## config.mk

```make
export PLATFORM = sky130hd
export DESIGN_NAME = shader_dispatch_flat
export DESIGN_NICKNAME = d
export VERILOG_FILES = /design/src/rtl/r6x_gfx_pkg.sv /design/src/rtl/shader_dispatch_if.sv /design/src/rtl/shader_dispatch.sv /design/src/flat_wrapper.sv
export SDC_FILE = /design/constraint.sdc
export NUM_CORES = 1
export LEC_CHECK = 0
export ABC_AREA = 1
export CAP_MARGIN = 20
export CORE_UTILIZATION = 55
export DETAILED_ROUTE_END_ITERATION = 10
export PLACE_DENSITY = 0.87
export RECOVER_POWER = 50
export REMOVE_ABC_BUFFERS = 1
export SLEW_MARGIN = 20
export SYNTH_ARGS = -nofsm -noshare
export SYNTH_HDL_FRONTEND = slang
export SYNTH_SLANG_ARGS = --single-unit
```

## constraint.sdc

```tcl
create_clock -name clk -period 3.6 [get_ports clk]
set_clock_uncertainty 0.05 [all_clocks]
set_input_delay 0.72 -clock clk [delete_from_list [all_inputs] [get_ports clk]]
set_output_delay 0.72 -clock clk [all_outputs]
set_load 0.01 [all_outputs]
```

## src/rtl/r6x_gfx_pkg.sv

```systemverilog
// Shared types and defaults for the RISC6 graphics front end.
package r6x_gfx_pkg;

  typedef enum logic [1:0] {
    StIdle  = 2'd0,
    StIssue = 2'd1,
    StWait  = 2'd2,
    StEmit  = 2'd3
  } disp_state_e;

  localparam int unsigned DefPixW    = 8;
  localparam int unsigned DefTimeout = 64;
  localparam int unsigned TmoCntW    = 16;

endpackage

```

## src/rtl/shader_dispatch_if.sv

```systemverilog
// Stream, shader start/done and status bundle around the shader dispatcher.
interface shader_dispatch_if
  import r6x_gfx_pkg::*;
#(
  parameter int unsigned PIX_W = DefPixW,
  parameter int unsigned CNT_W = 16
);
  logic             src_valid;
  logic             src_ready;
  logic [PIX_W-1:0] src_pixel;
  logic             src_last;
  logic             shd_start;
  logic [PIX_W-1:0] shd_pixel;
  logic             shd_done;
  logic [PIX_W-1:0] shd_result;
  logic             dst_valid;
  logic             dst_ready;
  logic [PIX_W-1:0] dst_pixel;
  logic             dst_last;
  logic             err_timeout;
  logic             err_clr;
  logic [CNT_W-1:0] pix_count;

  // master is the dispatcher, slave is the surrounding fetch/shader/line-buffer side
  modport master (
    input  src_valid, src_pixel, src_last, shd_done, shd_result, dst_ready, err_clr,
    output src_ready, shd_start, shd_pixel, dst_valid, dst_pixel, dst_last, err_timeout,
    output pix_count
  );

  modport slave (
    output src_valid, src_pixel, src_last, shd_done, shd_result, dst_ready, err_clr,
    input  src_ready, shd_start, shd_pixel, dst_valid, dst_pixel, dst_last, err_timeout,
    input  pix_count
  );

endinterface

```

## src/rtl/shader_dispatch.sv

```systemverilog
// Issues one pixel at a time to the shader, waits for done with a timeout guard,
// and forwards the shaded (or original, on timeout) pixel downstream.
module shader_dispatch
  import r6x_gfx_pkg::*;
#(
  parameter int unsigned PIX_W   = DefPixW,
  parameter int unsigned TIMEOUT = DefTimeout,
  parameter int unsigned CNT_W   = 16
) (
  input logic               clk,
  input logic               rst,
  shader_dispatch_if.master bus
);

  localparam logic [TmoCntW-1:0] TmoLast = TmoCntW'(TIMEOUT - 1);

  disp_state_e        r_state, w_state_d;
  logic [TmoCntW-1:0] r_tmo_cnt;
  logic [PIX_W-1:0]   r_src_pixel, r_dst_pixel;
  logic               r_src_last, r_dst_last;
  logic               r_shd_start, r_dst_valid, r_err;
  logic [CNT_W-1:0]   r_pix_count;
  logic               w_accept, w_done, w_timeout, w_emit_hs;
  logic               w_shd_start_d, w_dst_valid_d;

  assign w_accept  = (r_state == StIdle) && bus.src_valid;
  // done is only looked at in WAIT, so a held done from the last pixel is skipped in ISSUE
  assign w_done    = (r_state == StWait) && bus.shd_done;
  assign w_timeout = (r_state == StWait) && !bus.shd_done && (r_tmo_cnt == TmoLast);
  assign w_emit_hs = (r_state == StEmit) && bus.dst_ready;

  always_ff @(posedge clk or posedge rst) begin
    if (rst) r_state <= StIdle;
    else     r_state <= w_state_d;
  end

  always_comb begin
    w_state_d = r_state;
    unique case (r_state)
      StIdle:  if (bus.src_valid) w_state_d = StIssue;
      StIssue: w_state_d = StWait;
      StWait:  if (w_done || w_timeout) w_state_d = StEmit;
      StEmit:  if (bus.dst_ready) w_state_d = StIdle;
    endcase
  end

  always_comb begin
    w_shd_start_d = (w_state_d == StIssue);
    w_dst_valid_d = (w_state_d == StEmit);
  end

  always_ff @(posedge clk or posedge rst) begin
    if (rst) begin
      r_shd_start <= 1'b0;
      r_dst_valid <= 1'b0;
    end else begin
      r_shd_start <= w_shd_start_d;
      r_dst_valid <= w_dst_valid_d;
    end
  end

  always_ff @(posedge clk or posedge rst) begin
    if (rst) begin
      r_src_pixel <= '0;
      r_src_last  <= 1'b0;
      r_tmo_cnt   <= '0;
      r_dst_pixel <= '0;
      r_dst_last  <= 1'b0;
      r_err       <= 1'b0;
      r_pix_count <= '0;
    end else begin
      if (w_accept) begin
        r_src_pixel <= bus.src_pixel;
        r_src_last  <= bus.src_last;
      end
      if (r_state == StIssue) begin
        r_tmo_cnt <= '0;
      end else if ((r_state == StWait) && !bus.shd_done) begin
        r_tmo_cnt <= r_tmo_cnt + TmoCntW'(1);
      end
      if (w_done) begin
        r_dst_pixel <= bus.shd_result;
        r_dst_last  <= r_src_last;
      end else if (w_timeout) begin
        r_dst_pixel <= r_src_pixel;
        r_dst_last  <= r_src_last;
      end
      // a timeout in the same cycle as err_clr leaves the flag set
      if (w_timeout)        r_err <= 1'b1;
      else if (bus.err_clr) r_err <= 1'b0;
      if (w_emit_hs) r_pix_count <= r_pix_count + CNT_W'(1);
    end
  end

  assign bus.src_ready   = (r_state == StIdle);
  assign bus.shd_start   = r_shd_start;
  assign bus.shd_pixel   = r_src_pixel;
  assign bus.dst_valid   = r_dst_valid;
  assign bus.dst_pixel   = r_dst_pixel;
  assign bus.dst_last    = r_dst_last;
  assign bus.err_timeout = r_err;
  assign bus.pix_count   = r_pix_count;

endmodule

```

## src/flat_wrapper.sv

```systemverilog
// flat-port wrapper written by rule: the top's interface ports become plain ports
module shader_dispatch_flat import r6x_gfx_pkg::*;
#(
  parameter int unsigned PIX_W   = DefPixW,
  parameter int unsigned TIMEOUT = DefTimeout,
  parameter int unsigned CNT_W   = 16
)
  (clk, rst, bus_src_valid, bus_src_pixel, bus_src_last, bus_shd_done, bus_shd_result, bus_dst_ready, bus_err_clr, bus_src_ready, bus_shd_start, bus_shd_pixel, bus_dst_valid, bus_dst_pixel, bus_dst_last, bus_err_timeout, bus_pix_count);
  shader_dispatch_if #(.PIX_W(PIX_W), .CNT_W(CNT_W)) bus_i ();
  input logic clk;
  input logic rst;
  input wire logic [$bits(bus_i.src_valid)-1:0] bus_src_valid;
  input wire logic [$bits(bus_i.src_pixel)-1:0] bus_src_pixel;
  input wire logic [$bits(bus_i.src_last)-1:0] bus_src_last;
  input wire logic [$bits(bus_i.shd_done)-1:0] bus_shd_done;
  input wire logic [$bits(bus_i.shd_result)-1:0] bus_shd_result;
  input wire logic [$bits(bus_i.dst_ready)-1:0] bus_dst_ready;
  input wire logic [$bits(bus_i.err_clr)-1:0] bus_err_clr;
  output wire logic [$bits(bus_i.src_ready)-1:0] bus_src_ready;
  output wire logic [$bits(bus_i.shd_start)-1:0] bus_shd_start;
  output wire logic [$bits(bus_i.shd_pixel)-1:0] bus_shd_pixel;
  output wire logic [$bits(bus_i.dst_valid)-1:0] bus_dst_valid;
  output wire logic [$bits(bus_i.dst_pixel)-1:0] bus_dst_pixel;
  output wire logic [$bits(bus_i.dst_last)-1:0] bus_dst_last;
  output wire logic [$bits(bus_i.err_timeout)-1:0] bus_err_timeout;
  output wire logic [$bits(bus_i.pix_count)-1:0] bus_pix_count;
  assign bus_i.src_valid = bus_src_valid;
  assign bus_i.src_pixel = bus_src_pixel;
  assign bus_i.src_last = bus_src_last;
  assign bus_i.shd_done = bus_shd_done;
  assign bus_i.shd_result = bus_shd_result;
  assign bus_i.dst_ready = bus_dst_ready;
  assign bus_i.err_clr = bus_err_clr;
  assign bus_src_ready = bus_i.src_ready;
  assign bus_shd_start = bus_i.shd_start;
  assign bus_shd_pixel = bus_i.shd_pixel;
  assign bus_dst_valid = bus_i.dst_valid;
  assign bus_dst_pixel = bus_i.dst_pixel;
  assign bus_dst_last = bus_i.dst_last;
  assign bus_err_timeout = bus_i.err_timeout;
  assign bus_pix_count = bus_i.pix_count;
  shader_dispatch #(.PIX_W(PIX_W), .TIMEOUT(TIMEOUT), .CNT_W(CNT_W)) u_core (.clk(clk), .rst(rst), .bus(bus_i));
endmodule
```

Word level (Yosys, flattened, before mapping). Index checks and enable logic that the tools add are counted.

Flip-flop bits (word level): 55. Input bits: 23. Logic and storage cells: 41.

Add/subtract/negate cells: 2. Equal/unequal tests: 6. Multiplexer cells: 12. Reductions and logical operators: 11.

Operator list (number): adder 16 x 1 -> 16 bit, second input constant (2); 2-to-1 mux 16 bit (2); equality test 16 x 6 -> 1 bit, second input constant (1); 2-to-1 mux 8 bit (2); case mux 2 bit (4 select lines) (1); equality test 2 bit, second input constant (3); 2-to-1 mux 2 bit (3); nonzero test 2 bit (3); logical AND 1 bit (5); equality test 2 x 1 -> 1 bit, second input constant (2); 2-to-1 mux 1 bit (4); logical NOT 2 bit (1); logical NOT 1 bit (1); logical OR 1 bit (1).

Longest topological paths before layout.
Word-level depth: 7. Mapped depth: 8. Depth with buffers taken out: 8.

Worst setup path after synthesis. Ideal clock, no wire load.

Path type: input to register. Start: input bus_shd_done. End: register u_core.r_dst_last (netlist: u_core.bus.dst_last). Setup time: 117 ps. Arrival time: 1376 ps. Data required time: 3433 ps. Path slack: 2058 ps. Stages on the path: 6. Cell sequence: nand3b_4 -> nor2_1 -> nand3_2 -> buf_6 -> nand3_1 -> nand2_1.

Longest elaborated chain between the ends: 4.

Ends and longest elaborated chain: start, declared (line flat_wrapper.sv:15) `input wire logic [$bits(bus_i.shd_done)-1:0] bus_shd_done;`; logical NOT 1 bit (line shader_dispatch.sv:29) `assign w_timeout = (r_state == StWait) && !bus.shd_done && (r_tmo_cnt == TmoLast);`; logical AND 1 bit (2 in series) (line shader_dispatch.sv:29); nonzero test 2 bit (no line); end signal, assigned (line shader_dispatch.sv:83) `r_dst_last <= r_src_last;`; end signal, assigned (line shader_dispatch.sv:86) `r_dst_last <= r_src_last;`; end, declared (line shader_dispatch.sv:20) `logic r_src_last, r_dst_last;`.

Parallel ways exist; a longest one is shown, timed or not. A chain may end at the register's enable or synchronous reset.

Worst setup path in the final report.
Start: input bus_shd_done. End: register u_core.r_tmo_cnt[5].

Longest elaborated chain between the ends: 3.

Ends and longest elaborated chain: logical NOT 1 bit (line shader_dispatch.sv:78) `end else if ((r_state == StWait) && !bus.shd_done) begin`; logical AND 1 bit (line shader_dispatch.sv:78); nonzero test 2 bit (no line); end signal, assigned (line shader_dispatch.sv:79) `r_tmo_cnt <= r_tmo_cnt + TmoCntW'(1);`; end, declared (line shader_dispatch.sv:18) `logic [TmoCntW-1:0] r_tmo_cnt;`.

Every way passes these cells.

==> results.txt <==
Min-delay src: u_core.r_src_last
Area Overhead vs Synth: 24.2%
CTS tree: built
Footprint of the multi-input gates: 1160 um2
Placed cell area: 3450 um2
Pleak: 1.67 nW
Number of antenna violations at the first check in global routing: 0
Slew @ Worst Pin: 1.24 ns
Run status: complete, no violations
Yosys warns: 0
CTS H-tree lvls: 2
Post-route ant nets: 0
Clk sinks: 55
Skew-Pair Late Insertion Delay: 0.32 ns
Vias per cell: 5.17
Post-synthesis simple-gate area fraction: 34.7%
Yosys cell types: 26
Largest family of logic cells by synthesized area: simple AND/OR/NAND/NOR gates
Synth Instances: 364
Nets: 450
Via Count: 2551
Max Clock Freq: 400 MHz
Most frequent cells in the layout: nand2_1, clkdlybuf4s50_1, dfrtp_1, nor2_1, inv_1
Finished layout cell area: 3490 um2
Post-synthesis adder-cell area fraction: 0.891%
Number of port buffers: 59
Fin cells: 493
Setup TNS: 0 ns
DR pass1 iterations: 5
Worst Setup SP: bus_shd_done
IO Pins: 60
Crit end category: register
FP Rows: 25
Post-Synth XOR/XNOR Area: 3.12%
Register area: 1380 um2
Fillcell total: 399
CTS Hold Bufs: 0
Dpl cells: 485
ANT cells: 0
Mapped Area: 2810 um2
Initial drt markers: 204
Post-layout min period: 2.50 ns
Mux contribution to synthesized area: 0%
MaxCap Viol Count: 0
Hold Fails Final Rpt: 0
Full die area: 5390 um2
Initial Util: 58.3%
Total chip power: 0.00202 W
Die width: 73.5 um
Worst endpoint required time: 3.76 ns
Clk slew on worst S/H paths: 0.09 ns
Largest net degree at the start of global routing: 35
Routability cong.: 0.836
Flops & latches, synth: 55
Mapped Avg Cell Area: 7.71 um2
Setup Fix Bufs, Post-CTS: 0
Commonest non-fill, non-tap cell in the layout: nand2_1
Detailed Place HPWL: 4540 um
Worst hold path class: reg -> reg
RSZ-0062 raised after global routing: false
DRC: 0
RR Startpoint: u_core.r_state[1]
Type of origin of the critical path: primary input
Wire per inst: 12.5 um
CTS resizes: 0
Critical path class: in -> reg
Total grt overflow: 0
Core Region: 4820 um2
Pwr dens: 579 nW/um2
Compound-cell area share of the yosys netlist: 4.63%
Die height: 73.5 um
Root Driver: clkbuf_8
First-pass GRT wire length: 10500 um
Vias in the first global route: 2371
TritonCTS buffer count: 5
Worst-path fanout max: 16
Worst IR Drop VDD: 0.351 mV
Worst EP arrival: 2.66 ns
Register area share after synthesis: 49.0%
Period utilisation layout: 69.5%
Max_slew headroom: 17.6%
Routed wire length: 6180 um
Max clock buf depth: 2
Final Slew Violations: 0
Final Setup Violations: 0
Share of layout cells above drive strength 1: 2.82%
Total GRT Usage: 25.7%
worst paths after layout:
path	to	slack, ns	cells past startpoint
setup / recovery	u_core.r_tmo_cnt[5]	1.10	7
min in group asynchronous	u_core.bus.shd_pixel[2]	1.12	2
hold / removal	u_core.bus.dst_last	0.45	2
max in group asynchronous	u_core.r_tmo_cnt[4]	1.22	3
hold reg to reg	u_core.bus.dst_last	0.45	2
setup reg to reg	u_core.r_tmo_cnt[5]	1.48	7
report_power, final:
part	switching (W)	internal, W	total (W)
Combinational	0.000378	0.000355	0.000733
Clock	0.000201	0.000176	0.000377
Sequential	0.000140	0.000769	0.000909
Total	0.000719	0.00130	0.00202
critical path, cell delays in order:
cell and delay [ns]:
dlygate4sd3_1 0.58, nor2_1 0.80, nand2_1 0.20, nor2_1 0.17, nand2_1 0.06, o21ai_0 0.07, inv_1 0.05
state kept, by name, indices dropped and copies added (netlist names):
register,count
u_core.bus.shd_pixel,8
u_core.r_src_last,1
u_core.r_state,2
u_core.bus.err_timeout,1
u_core.bus.dst_pixel,8
u_core.bus.pix_count,16
u_core.bus.dst_valid,1
u_core.r_tmo_cnt,16
u_core.bus.dst_last,1
u_core.bus.shd_start,1
cell usage after synthesis:
master    count  area [um2]
clkinv_1      1        3.75
nor3_1        4        20.0
buf_4         3        22.5
o21ai_0      21         105
nand3b_4      1        20.0
nor2_2        3        18.8
buf_6         1        11.3
dfrtp_1      55        1380
ha_1          2        25.0
nand3_4       1        17.5
buf_2         3        15.0
nand3_2       2        20.0
nand3_1      33         165
nor2_1       38         143
nand4_1       8        50.1
nand2_1     126         473
xor2_1        7        61.3
inv_1        42         158
o21a_1        1        7.51
o22ai_1       2        12.5
a21oi_1       1        5.00
xnor2_1       3        26.3
inv_2         1        3.75
nand3b_1      1        7.51
nor2_4        3        33.8
nand2_2       1        6.26
through the flow:
step / hold slack [ns] / setup slack [ns] / utilization (%)
5_1_grt: 0.483 / 0.851 / 72.4
3_3_place_gp: 0.408 / 1.32 / 71.6
2_1_floorplan: 0.392 / 1.49 / -
6_report: 0.450 / 1.10 / 72.4
4_1_cts: 0.450 / 1.15 / 73.7
3_5_place_dp: 0.426 / 1.22 / 71.6
area by class of cell:
cell class | count | area share (%)
clock buffer | 8 | 2.87
timing repair buffer | 61 | 17.1
multi-input combinational | 258 | 33.4
inverter | 44 | 4.73
sequential | 55 | 39.5
tap | 67 | 2.40
metal layers:
| layer | global-route usage, % | routed length, um |
|---|---|---|
| met3 | 8.23 | 551 |
| met5 | 0 | 0 |
| met4 | 7.48 | 67 |
| met2 | 41.9 | 2870 |
| met1 | 33.0 | 2690 |
cells by family after synthesis:
group                    after synthesis
AO/OA/AOI/OAI                         25
adder cells (fa/ha/maj)                2
XOR/XNOR                              10
flip-flops                            55
AND/OR/NAND/NOR                      221
buffers and inverters                 51
(Power assumes the default switching activity.)
